File: config.mk
export PLATFORM = sky130hd
export DESIGN_NAME = lpc_post_capture
export DESIGN_NICKNAME = d
export VERILOG_FILES = /design/src/rtl/lpc_post_capture_pkg.sv /design/src/rtl/lpc_post_capture_sync_fifo.sv /design/src/rtl/lpc_post_capture.sv
export SDC_FILE = /design/constraint.sdc
export NUM_CORES = 1
export LEC_CHECK = 0
export CAP_MARGIN = 20
export CORE_MARGIN = 3
export CORE_UTILIZATION = 50
export CTS_CLUSTER_DIAMETER = 50
export DETAILED_ROUTE_END_ITERATION = 10
export PLACE_DENSITY_LB_ADDON = 0.25
export SLEW_MARGIN = 30
export SYNTH_ARGS = -nofsm -noshare
export SYNTH_HDL_FRONTEND = slang
export SYNTH_SLANG_ARGS = --single-unit
File: constraint.sdc
create_clock -name clk_i -period 2.4 [get_ports clk_i]
set_input_delay 0.48 -clock clk_i [delete_from_list [all_inputs] [get_ports clk_i]]
set_output_delay 0.48 -clock clk_i [all_outputs]
set_load 0.005 [all_outputs]
File: src/rtl/lpc_post_capture_pkg.sv
// Shared definitions for the LPC POST-code capture block: FSM encodings,
// default I/O addresses and the status byte layout.
package lpc_post_capture_pkg;

  typedef enum logic [1:0] {
    POST_ST_IDLE   = 2'd0,
    POST_ST_WR_ACK = 2'd1,
    POST_ST_RD_ACK = 2'd2
  } post_state_e;

  localparam logic [15:0] DEF_POST_ADDR = 16'h0080;
  localparam logic [15:0] DEF_STAT_ADDR = 16'h0081;
  localparam int          DEF_DEPTH     = 8;
  localparam logic [3:0]  DEF_IRQ       = 4'd1;
  localparam logic [7:0]  RD_UNMAPPED   = 8'hFF;

  // Status byte seen by the host: {ovf, full, empty, count[4:0]}
  function automatic logic [7:0] status_byte(input logic       ovf,
                                             input logic       full,
                                             input logic       empty,
                                             input logic [4:0] count);
    return {ovf, full, empty, count};
  endfunction

endpackage

File: src/rtl/lpc_post_capture_sync_fifo.sv
// Show-ahead synchronous FIFO with flush; the head reads as zero while empty
// so the consumer-facing data bus has a defined value out of reset.
module lpc_sync_fifo #(
  parameter int WIDTH = 8,
  parameter int DEPTH = 8
) (
  input  logic                     clk_i,
  input  logic                     nrst_i,
  input  logic                     push_i,
  input  logic [WIDTH-1:0]         data_i,
  input  logic                     pop_i,
  input  logic                     flush_i,
  output logic [WIDTH-1:0]         data_o,
  output logic                     full_o,
  output logic                     empty_o,
  output logic [$clog2(DEPTH):0]   count_o
);

  localparam int AW = $clog2(DEPTH);
  localparam logic [AW:0] FULL_CNT = (AW+1)'(DEPTH);

  logic [WIDTH-1:0] mem [DEPTH];
  logic [AW-1:0]    wr_ptr_q;
  logic [AW-1:0]    rd_ptr_q;
  logic [AW:0]      count_q;
  logic             do_push;
  logic             do_pop;

  assign full_o  = (count_q == FULL_CNT);
  assign empty_o = (count_q == '0);
  assign count_o = count_q;

  // A full FIFO still accepts a push when the head leaves on the same edge
  assign do_pop  = pop_i & ~empty_o;
  assign do_push = push_i & (~full_o | do_pop);

  always_ff @(posedge clk_i or negedge nrst_i) begin
    if (!nrst_i) begin
      wr_ptr_q <= '0;
      rd_ptr_q <= '0;
      count_q  <= '0;
    end else if (flush_i) begin
      wr_ptr_q <= '0;
      rd_ptr_q <= '0;
      count_q  <= '0;
    end else begin
      if (do_push) wr_ptr_q <= wr_ptr_q + AW'(1);
      if (do_pop)  rd_ptr_q <= rd_ptr_q + AW'(1);
      case ({do_push, do_pop})
        2'b10:   count_q <= count_q + (AW+1)'(1);
        2'b01:   count_q <= count_q - (AW+1)'(1);
        default: count_q <= count_q;
      endcase
    end
  end

  always_ff @(posedge clk_i) begin
    if (do_push && !flush_i) mem[wr_ptr_q] <= data_i;
  end

  assign data_o = empty_o ? '0 : mem[rd_ptr_q];

endmodule

File: src/rtl/lpc_post_capture.sv
// POST-port capture behind the LPC peripheral: acknowledges I/O cycles, queues
// port-0x80 writes for a local consumer and serves last-code/status reads.
module lpc_post_capture
  import lpc_post_capture_pkg::*;
#(
  parameter logic [15:0] POST_ADDR = DEF_POST_ADDR,
  parameter logic [15:0] STAT_ADDR = DEF_STAT_ADDR,
  parameter int          DEPTH     = DEF_DEPTH,
  parameter logic [3:0]  IRQ       = DEF_IRQ
) (
  input  logic        clk_i,
  input  logic        nrst_i,
  input  logic [15:0] lpc_addr_i,
  input  logic [7:0]  lpc_wdata_i,
  input  logic        lpc_data_wr_i,
  output logic        lpc_wr_done_o,
  input  logic        lpc_data_req_i,
  output logic [7:0]  lpc_rdata_o,
  output logic        lpc_data_rd_o,
  output logic [3:0]  irq_num_o,
  output logic        interrupt_o,
  output logic        post_valid_o,
  output logic [7:0]  post_data_o,
  input  logic        post_ready_i
);

  localparam int CW = $clog2(DEPTH) + 1;

  post_state_e state_q, state_d;
  logic        wr_q, req_q;
  logic        wr_start, rd_start;
  logic        wr_accept, rd_accept;
  logic        is_post, is_stat;
  logic [7:0]  last_code_q;
  logic [7:0]  rdata_q;
  logic [7:0]  rdata_d;
  logic        ovf_q;
  logic        irq_q;
  logic        ovf_set, ovf_clr;

  logic          fifo_push, fifo_pop, fifo_flush;
  logic          fifo_full, fifo_empty;
  logic [CW-1:0] fifo_count;
  logic [7:0]    fifo_head;
  logic [4:0]    count5;

  assign wr_start = lpc_data_wr_i & ~wr_q;
  assign rd_start = lpc_data_req_i & ~req_q;
  assign is_post  = (lpc_addr_i == POST_ADDR);
  assign is_stat  = (lpc_addr_i == STAT_ADDR);

  always_comb begin
    state_d   = state_q;
    wr_accept = 1'b0;
    rd_accept = 1'b0;
    case (state_q)
      POST_ST_IDLE: begin
        if (wr_start) begin
          state_d   = POST_ST_WR_ACK;
          wr_accept = 1'b1;
        end else if (rd_start) begin
          state_d   = POST_ST_RD_ACK;
          rd_accept = 1'b1;
        end
      end
      // Strobe dropping early (host abort) lands here too
      POST_ST_WR_ACK: if (!lpc_data_wr_i)  state_d = POST_ST_IDLE;
      POST_ST_RD_ACK: if (!lpc_data_req_i) state_d = POST_ST_IDLE;
      default:        state_d = POST_ST_IDLE;
    endcase
  end

  always_ff @(posedge clk_i or negedge nrst_i) begin
    if (!nrst_i) begin
      state_q <= POST_ST_IDLE;
      wr_q    <= 1'b0;
      req_q   <= 1'b0;
    end else begin
      state_q <= state_d;
      wr_q    <= lpc_data_wr_i;
      req_q   <= lpc_data_req_i;
    end
  end

  assign lpc_wr_done_o = (state_q == POST_ST_WR_ACK);
  assign lpc_data_rd_o = (state_q == POST_ST_RD_ACK);

  // Write decode happens only on the edge entering WR_ACK
  assign fifo_push  = wr_accept & is_post;
  assign fifo_pop   = post_ready_i & ~fifo_empty;
  assign fifo_flush = wr_accept & is_stat & lpc_wdata_i[0];
  assign ovf_set    = fifo_push & fifo_full & ~fifo_pop;
  assign ovf_clr    = (wr_accept & is_stat & lpc_wdata_i[1]) | (rd_accept & is_stat);

  lpc_sync_fifo #(
    .WIDTH (8),
    .DEPTH (DEPTH)
  ) u_fifo (
    .clk_i   (clk_i),
    .nrst_i  (nrst_i),
    .push_i  (fifo_push),
    .data_i  (lpc_wdata_i),
    .pop_i   (fifo_pop),
    .flush_i (fifo_flush),
    .data_o  (fifo_head),
    .full_o  (fifo_full),
    .empty_o (fifo_empty),
    .count_o (fifo_count)
  );

  assign count5 = 5'(fifo_count);

  always_comb begin
    rdata_d = RD_UNMAPPED;
    if (is_post)      rdata_d = last_code_q;
    else if (is_stat) rdata_d = status_byte(ovf_q, fifo_full, fifo_empty, count5);
  end

  always_ff @(posedge clk_i or negedge nrst_i) begin
    if (!nrst_i) begin
      last_code_q <= 8'h00;
      rdata_q     <= RD_UNMAPPED;
      ovf_q       <= 1'b0;
      irq_q       <= 1'b0;
    end else begin
      if (fifo_push) last_code_q <= lpc_wdata_i;
      if (rd_accept) rdata_q     <= rdata_d;
      if (ovf_set)      ovf_q <= 1'b1;
      else if (ovf_clr) ovf_q <= 1'b0;
      irq_q <= ovf_q;
    end
  end

  assign lpc_rdata_o  = rdata_q;
  assign interrupt_o  = irq_q;
  assign irq_num_o    = IRQ;
  assign post_valid_o = ~fifo_empty;
  assign post_data_o  = fifo_head;

endmodule

## Word level (Yosys, flattened, before mapping)

Memories as Yosys holds them, arrays and structs flattened.
Cells that the tools add are included.

| storage, ports and cells | value |
|---|---|
| RAM bits | 64 |
| memories kept | 1 |
| word-level logic and storage cells | 76 |
| register bits after elaboration | 32 |

Memories:

| memory | depth | width | read ports | clocked after Yosys merged registers in | wr ports | RTL line | RTL |
|---|---|---|---|---|---|---|---|
| u_fifo.mem | 8 | 8 | 1 | 0 | 1 | lpc_post_capture_sync_fifo.sv:22 | `logic [WIDTH-1:0] mem [DEPTH];` |

| cells by class | value |
|---|---|
| add/sub/neg operators | 4 |
| reductions and logical operators | 9 |
| bitwise gates (word level) | 19 |
| muxes and demuxes | 23 |
| equality and inequality tests | 10 |

Operator list:

| cell | number |
|---|---|
| 16-bit by 8-bit == test with 1-bit output (second input constant) | 2 |
| 8-bit two-way mux | 3 |
| 1-bit AND | 12 |
| 3-bit two-way mux | 4 |
| 1-bit two-way mux | 9 |
| 2-bit two-way mux | 4 |
| 4-bit case mux with 2 select lines | 1 |
| 3-bit by 1-bit adder with 3-bit output (second input constant) | 2 |
| 2-bit case mux with 3 select lines | 1 |
| 2-bit nonzero test | 3 |
| 1-bit inverter | 5 |
| 4-bit by 1-bit adder with 4-bit output (second input constant) | 1 |
| 2-bit by 1-bit == test with 1-bit output (second input constant) | 2 |
| 2-bit == test (second input constant) | 2 |
| 4-bit == test (second input constant) | 1 |
| 4-bit logical NOT | 1 |
| 4-bit two-way mux | 1 |
| 2-bit != test (second input constant) | 2 |
| 4-bit by 1-bit subtractor with 4-bit output (second input constant) | 1 |
| 3-bit != test (second input constant) | 1 |
| 3-bit AND reduction | 1 |
| 3-bit nonzero test | 1 |
| 2-bit logical NOT | 1 |
| 1-bit bitwise OR | 2 |
| other kinds (2) | 2 |

## Longest topological paths before layout

| depth | value |
|---|---|
| word-level depth | 10 |
| gate-level depth with buffers | 11 |

## By module

Synthesis repeated with hierarchy kept, for this count alone.

| unflattened totals | value |
|---|---|
| cell total of the unflattened synthesis | 279 |
| area total of the unflattened synthesis | 4264.1 um2 |

Modules (own cells, without submodules):

| module | area an instance (um2) | times used | cells each |
|---|---|---|---|
| lpc_sync_fifo | 3184.3 | 1 | 190 |
| lpc_post_capture | 1079.8 | 1 | 89 |

## Least setup slack after synthesis

Ideal clock, no wire load.

| path | value |
|---|---|
| kind | input to register |
| start point | in lpc_addr_i[8] |
| end point | mem u_fifo.mem[0][0], enable pin |
| data arrival time | 2.150 ns |
| path slack | -0.133 ns |
| buffers on the path | 0 |
| library setup time | 0.383 ns |
| data required time | 2.017 ns |
| stages | 5 |
| cells stage by stage | nor4_2 nand4_1 nor3_1 nand2b_1 nor3_1 |

| on the way | value |
|---|---|
| longest elaborated chain between the ends | 7 |

Ends and longest elaborated chain:

| item | RTL line | RTL |
|---|---|---|
| from (decl) | lpc_post_capture.sv:13 | `input logic [15:0] lpc_addr_i,` |
| 16-bit by 8-bit == test with 1-bit output | lpc_post_capture.sv:50 | `assign is_stat = (lpc_addr_i == STAT_ADDR);` |
| 1-bit AND (2 in a row) | lpc_post_capture.sv:91 | `assign fifo_flush = wr_accept & is_stat & lpc_wdata_i[0];` |
| 1-bit logical NOT | lpc_post_capture_sync_fifo.sv:58 | `if (do_push && !flush_i) mem[wr_ptr_q] <= data_i;` |
| 1-bit logical AND * | lpc_post_capture_sync_fifo.sv:58 |  |
| 1-bit two-way mux * | lpc_post_capture_sync_fifo.sv:58 |  |
| 1-bit two-way mux (not written as such) * | lpc_post_capture_sync_fifo.sv:58 |  |
| to (decl) | lpc_post_capture_sync_fifo.sv:22 |  |

Every way passes the cells marked *; elsewhere a longest branch is shown, timed or not.

## Worst setup path in the final report

| path | value |
|---|---|
| start point | reg wr_q |
| end point | reg u_fifo.count_q[3] (netlist: u_fifo.count_o[3]) |

| on the way | value |
|---|---|
| longest elaborated chain between the ends | 9 |

Ends and longest elaborated chain:

| item | RTL line | RTL |
|---|---|---|
| from (decl) | lpc_post_capture.sv:30 | `logic wr_q, req_q;` |
| from (signal assigned) | lpc_post_capture.sv:80 | `wr_q <= lpc_data_wr_i;` |
| 1-bit inverter * | lpc_post_capture.sv:47 | `assign wr_start = lpc_data_wr_i & ~wr_q;` |
| 1-bit AND * | lpc_post_capture.sv:47 |  |
| 1-bit two-way mux * | lpc_post_capture.sv:58 | `if (wr_start) begin` |
| 1-bit two-way mux * | lpc_post_capture.sv:56 | `case (state_q)` |
| 1-bit AND | lpc_post_capture.sv:89 | `assign fifo_push = wr_accept & is_post;` |
| 1-bit AND | lpc_post_capture_sync_fifo.sv:35 | `assign do_push = push_i & (~full_o \| do_pop);` |
| 2-bit by 1-bit == test with 1-bit output or 2-bit == test (tied branches) | lpc_post_capture_sync_fifo.sv:49 | `case ({do_push, do_pop})` |
| 4-bit case mux with 2 select lines | lpc_post_capture_sync_fifo.sv:49 |  |
| 4-bit two-way mux | lpc_post_capture_sync_fifo.sv:42 | `end else if (flush_i) begin` |
| to (signal assigned) | lpc_post_capture_sync_fifo.sv:50 | `2'b10: count_q <= count_q + (AW+1)'(1);` |
| to (signal assigned) | lpc_post_capture_sync_fifo.sv:51 | `2'b01: count_q <= count_q - (AW+1)'(1);` |
| to (signal assigned) | lpc_post_capture_sync_fifo.sv:52 | `default: count_q <= count_q;` |
| to (decl) | lpc_post_capture_sync_fifo.sv:25 | `logic [AW:0] count_q;` |

Marked as above.
A chain may end at the register's enable or synchronous reset.

==> summary.md <==
| Metric | Value |
|---|---|
| CTS HTree Levels | `3` |
| Synthesized area | `4190 µm²` |
| Main combinational cell family by area after synthesis | `simple AND/OR/NAND/NOR gates` |
| TritonRoute pass-1 iters | `4` |
| Max-cap violation count | `0` |
| CTS tree | `built` |
| Fmax achieved | `0.415 GHz` |
| First-pass GRT wire length | `15,100 µm` |
| Clk_lat worst skew | `between 0.3 and 0.4 ns` |
| Syn Inst Count | `299` |
| P_int | `3.28 mW` |
| Synth-to-Final Area Change | `31.9%` |
| Period utilization | `1.00` |
| Commonest cells in the netlist | `edfxtp_1 (64), nand2_1 (40), nor2_1 (36)` |
| Layout net count | `440` |
| Warnings, synthesis | `0` |
| Reg-to-reg slack, setup | `-0.007 ns` |
| Initial antenna violation count | `0` |
| Worst Path Max Fanout | `4` |
| CTS max path bufs | `2` |
| Std cell rows | `32` |
| Multiplexer share of the synthesized area | `0.122` |
| Slowest cell on crit path | `dfrtp_1` |
| Final core occ | `0.697` |
| Vias/cell | `5.51` |
| Simple-gate share of the synthesized area | `0.136` |
| CTS Hold Buffers Added | `0` |
| Root buffer cell | `clkbuf_8` |
| RSZ-0062 raised after global routing | `yes` |
| Share of post-route cells with drive strength above 1 | `0.309` |
| Placed Area | `approximately 5100 µm²` |
| WP data required | `about 2.7 ns` |
| Buf+Inv Stages, Crit Path | `0` |
| Via count | `2,828` |
| Top cells by area, synth | `edfxtp_1 (46%), dfrtp_1 (14%), mux4_2 (8.6%), dfstp_2 (5.0%), mux2i_1 (3.6%)` |
| Clock power frac | `0.223` |
| Routability congestion estimate | `0.810` |
| Relative slew slack | `0.614` |
| Most frequent cell after synthesis | `edfxtp_1` |
| Least-Margin Pin Slew | `~0.58 ns` |
| Compound-Gate Fraction of Synth Area | `0.0424` |
| Total GRT Usage | `0.204` |
| Arr. time, crit path | `2.66 ns` |
| Cell taking the most area after synthesis | `edfxtp_1` |
| Fin crit period | `approximately 2.4 ns` |
| DP Wirelength | `6260 µm` |
| Sequential power share | `0.431` |
| Min-delay worst type | `primary input to register` |
| Die span in x | `97.6 µm` |
| Die Height | `97.6 µm` |
| Routed wire length | `9380 µm` |
| Clock skew | `0.00819 ns` |
| Failing checks | `negative setup slack` |
| Core area | `7930 µm²` |
| Switching portion of total power | `0.296` |
| Iter 0 DRT Violations | `221` |
| Share of flip-flops with an asynchronous set or reset | `0.333` |
| #FFs+latches synth | `96` |
| Syn_area_per_cell | `roughly 14 µm²` |
| VDD IR max | `0.528 mV` |
| WL per Instance | `18.3 µm` |
| Clk slew on worst S/H paths | `0.09 ns` |
| Remaining DRCs | `0` |
| Share of the synthesized area in the top cell type | `0.459` |
| Final instance area | `5530 µm²` |
| Number of synthesized flops with an enable pin | `64` |
| Antenna viol nets, final | `0` |
| CP Cell Sequence | `nor4b_4 > nand2_2 > nor2_4 > nor2_2 > ha_1 > o211ai_1 > nor2_1 > nor3_2 > mux2i_1 > a32o_1` |
| Io pins | `53` |
| Run status | `complete, but fails checks` |
| Pins Over Slew Limit | `0` |
| CP max stage delay | `0.43 ns` |
| Sequential area share after synthesis | `0.652` |
| Post-Synth Adder-Cell Area | `0.0119` |
| P_sw | `approximately 1.4 mW` |
| Unique masters post-synth | `46` |
| Total grt overflow | `0` |
| Largest delay share family, worst path | `simple AND/OR/NAND/NOR gates` |
| Antenna diode count | `0` |
| Port Buf Inserts | `48` |
| Top FF cell, synth | `edfxtp_1` |
| Final hold violation count | `0` |
| Setup CP Type | `register to register` |
| Setup crit end kind | `register` |
| Post-Synth XOR/XNOR Area | `0.0104` |
| Initial Utilization | `0.529` |
| Comb power frac | `0.347` |
| Pwr/cell area | `between 800 and 900 nW/µm²` |
| Final worst setup slack | `-0.00699 ns` |
| Leakage | `approximately 2.3 nW` |
| TritonCTS buffer count | `9` |
| Startpoint types | `register` |
| Clock sinks | `96` |
| Die Area | `9520 µm²` |
| Vias in the first global route | `roughly 2,900` |
| Largest net degree at the start of global routing | `33` |
| Setup violators final | `1` |
-- cells in the final DEF, fill, tap and decap left out, types with 3 or more instances in the layout --
| cell | synthesis | routed |
|---|---|---|
| a21oi_1 | 8 | 8 |
| a31oi_1 | 7 | 7 |
| buf_2 | 6 | 8 |
| buf_4 | 4 | 53 |
| buf_6 | 0 | 7 |
| clkbuf_8 | 0 | 9 |
| clkdlybuf4s50_1 | 0 | 24 |
| conb_1 | 2 | 4 |
| dfrtp_1 | 24 | 22 |
| dfstp_2 | 8 | 8 |
| dlymetal6s2s_1 | 0 | 16 |
| edfxtp_1 | 64 | 64 |
| ha_1 | 4 | 4 |
| inv_1 | 3 | 3 |
| mux2i_1 | 15 | 15 |
| mux4_2 | 16 | 16 |
| nand2_1 | 40 | 39 |
| nand2b_1 | 3 | 3 |
| nand3_1 | 6 | 6 |
| nand4_1 | 3 | 3 |
| nor2_1 | 36 | 34 |
| nor3_2 | 1 | 4 |
| nor4_4 | 1 | 3 |
| o21ai_0 | 4 | 4 |
| xor2_1 | 4 | 4 |
-- logic make-up after synthesis --
group	after synthesis
flops	96
buf+inv	21
simple gates	112
xor+xnor	5
mux	31
compound gates	28
other cells	2
fa+ha+maj	4
-- power groups by stage --
stage          logic (mW)  registers (mW)  clock network, mW
2_1_floorplan       0.930            1.92                  0
3_3_place_gp         1.40            2.02                  0
3_5_place_dp         1.44            2.03                  0
4_1_cts              1.56            2.00               1.06
5_1_grt              1.76            2.02               1.13
6_report             1.61            2.00               1.04
-- area by class of cell --
| class | instances | area, µm² |
|---|---|---|
| clock inverter | 6 | 70.1 |
| multi-input combinational | 184 | 1420 |
| inverter | 4 | 15.0 |
| fill | 549 | 2400 |
| clock buffer | 9 | 124 |
| tap | 102 | 128 |
| sequential | 96 | 2740 |
| timing repair buffer | 112 | 1040 |
-- sequential cells by signal, summed over array words and instances, names as in the netlist --
name             count
lpc_rdata_o          8
u_fifo.count_o       4
last_code_q          8
wr_q                 1
state_q              2
u_fifo.mem          64
interrupt_o          1
req_q                1
ovf_q                1
u_fifo.rd_ptr_q      3
u_fifo.wr_ptr_q      3
-- worst paths after layout --
kind                                   start                             to  cells past startpoint
min in group asynchronous             nrst_i  u_fifo.count_o[2]$_DFFE_PN0P_                      2
hold reg to reg            ovf_q$_DFFE_PN0P_          interrupt_o$_DFF_PN0_                      0
max in group asynchronous             nrst_i     lpc_rdata_o[5]$_DFFE_PN1P_                      2
hold / removal                 lpc_data_wr_i                 wr_q$_DFF_PN0_                      2
setup reg to reg              wr_q$_DFF_PN0_  u_fifo.count_o[3]$_DFFE_PN0P_                     10
setup / recovery              wr_q$_DFF_PN0_  u_fifo.count_o[3]$_DFFE_PN0P_                     10
-- metal layers --
metal	GRT usage	share of wire	vias up
li1	-	-	1315
met1	0.289	0.44	1424
met2	0.327	0.50	82
met3	0.0330	0.051	7
met4	0.0639	0.0085	0
met5	0	0	-
-- repair_timing --
| item | CTS | global route |
|---|---|---|
| cloned | 1 | 0 |
| buffers inserted | 15 | 5 |
| setup endpoints to repair | 10 | 74 |
| pin swaps | 5 | 16 |
| resized for setup | 41 | 27 |
-- metrics by stage --
stage	hold slack, ns	cells	power, mW	setup TNS (ns)	setup slack, ns
after floorplan	0.184	301	2.84	0	0.00464
after global placement	0.411	477	3.43	-16.75	-0.368
after detailed placement	0.419	477	3.47	-16.42	-0.456
after CTS	0.431	508	4.62	-0.0785	-0.0342
after global routing	0.397	513	4.91	-0.517	-0.169
final	0.398	513	4.66	-0.00699	-0.00699
(Power assumes the default switching activity.)
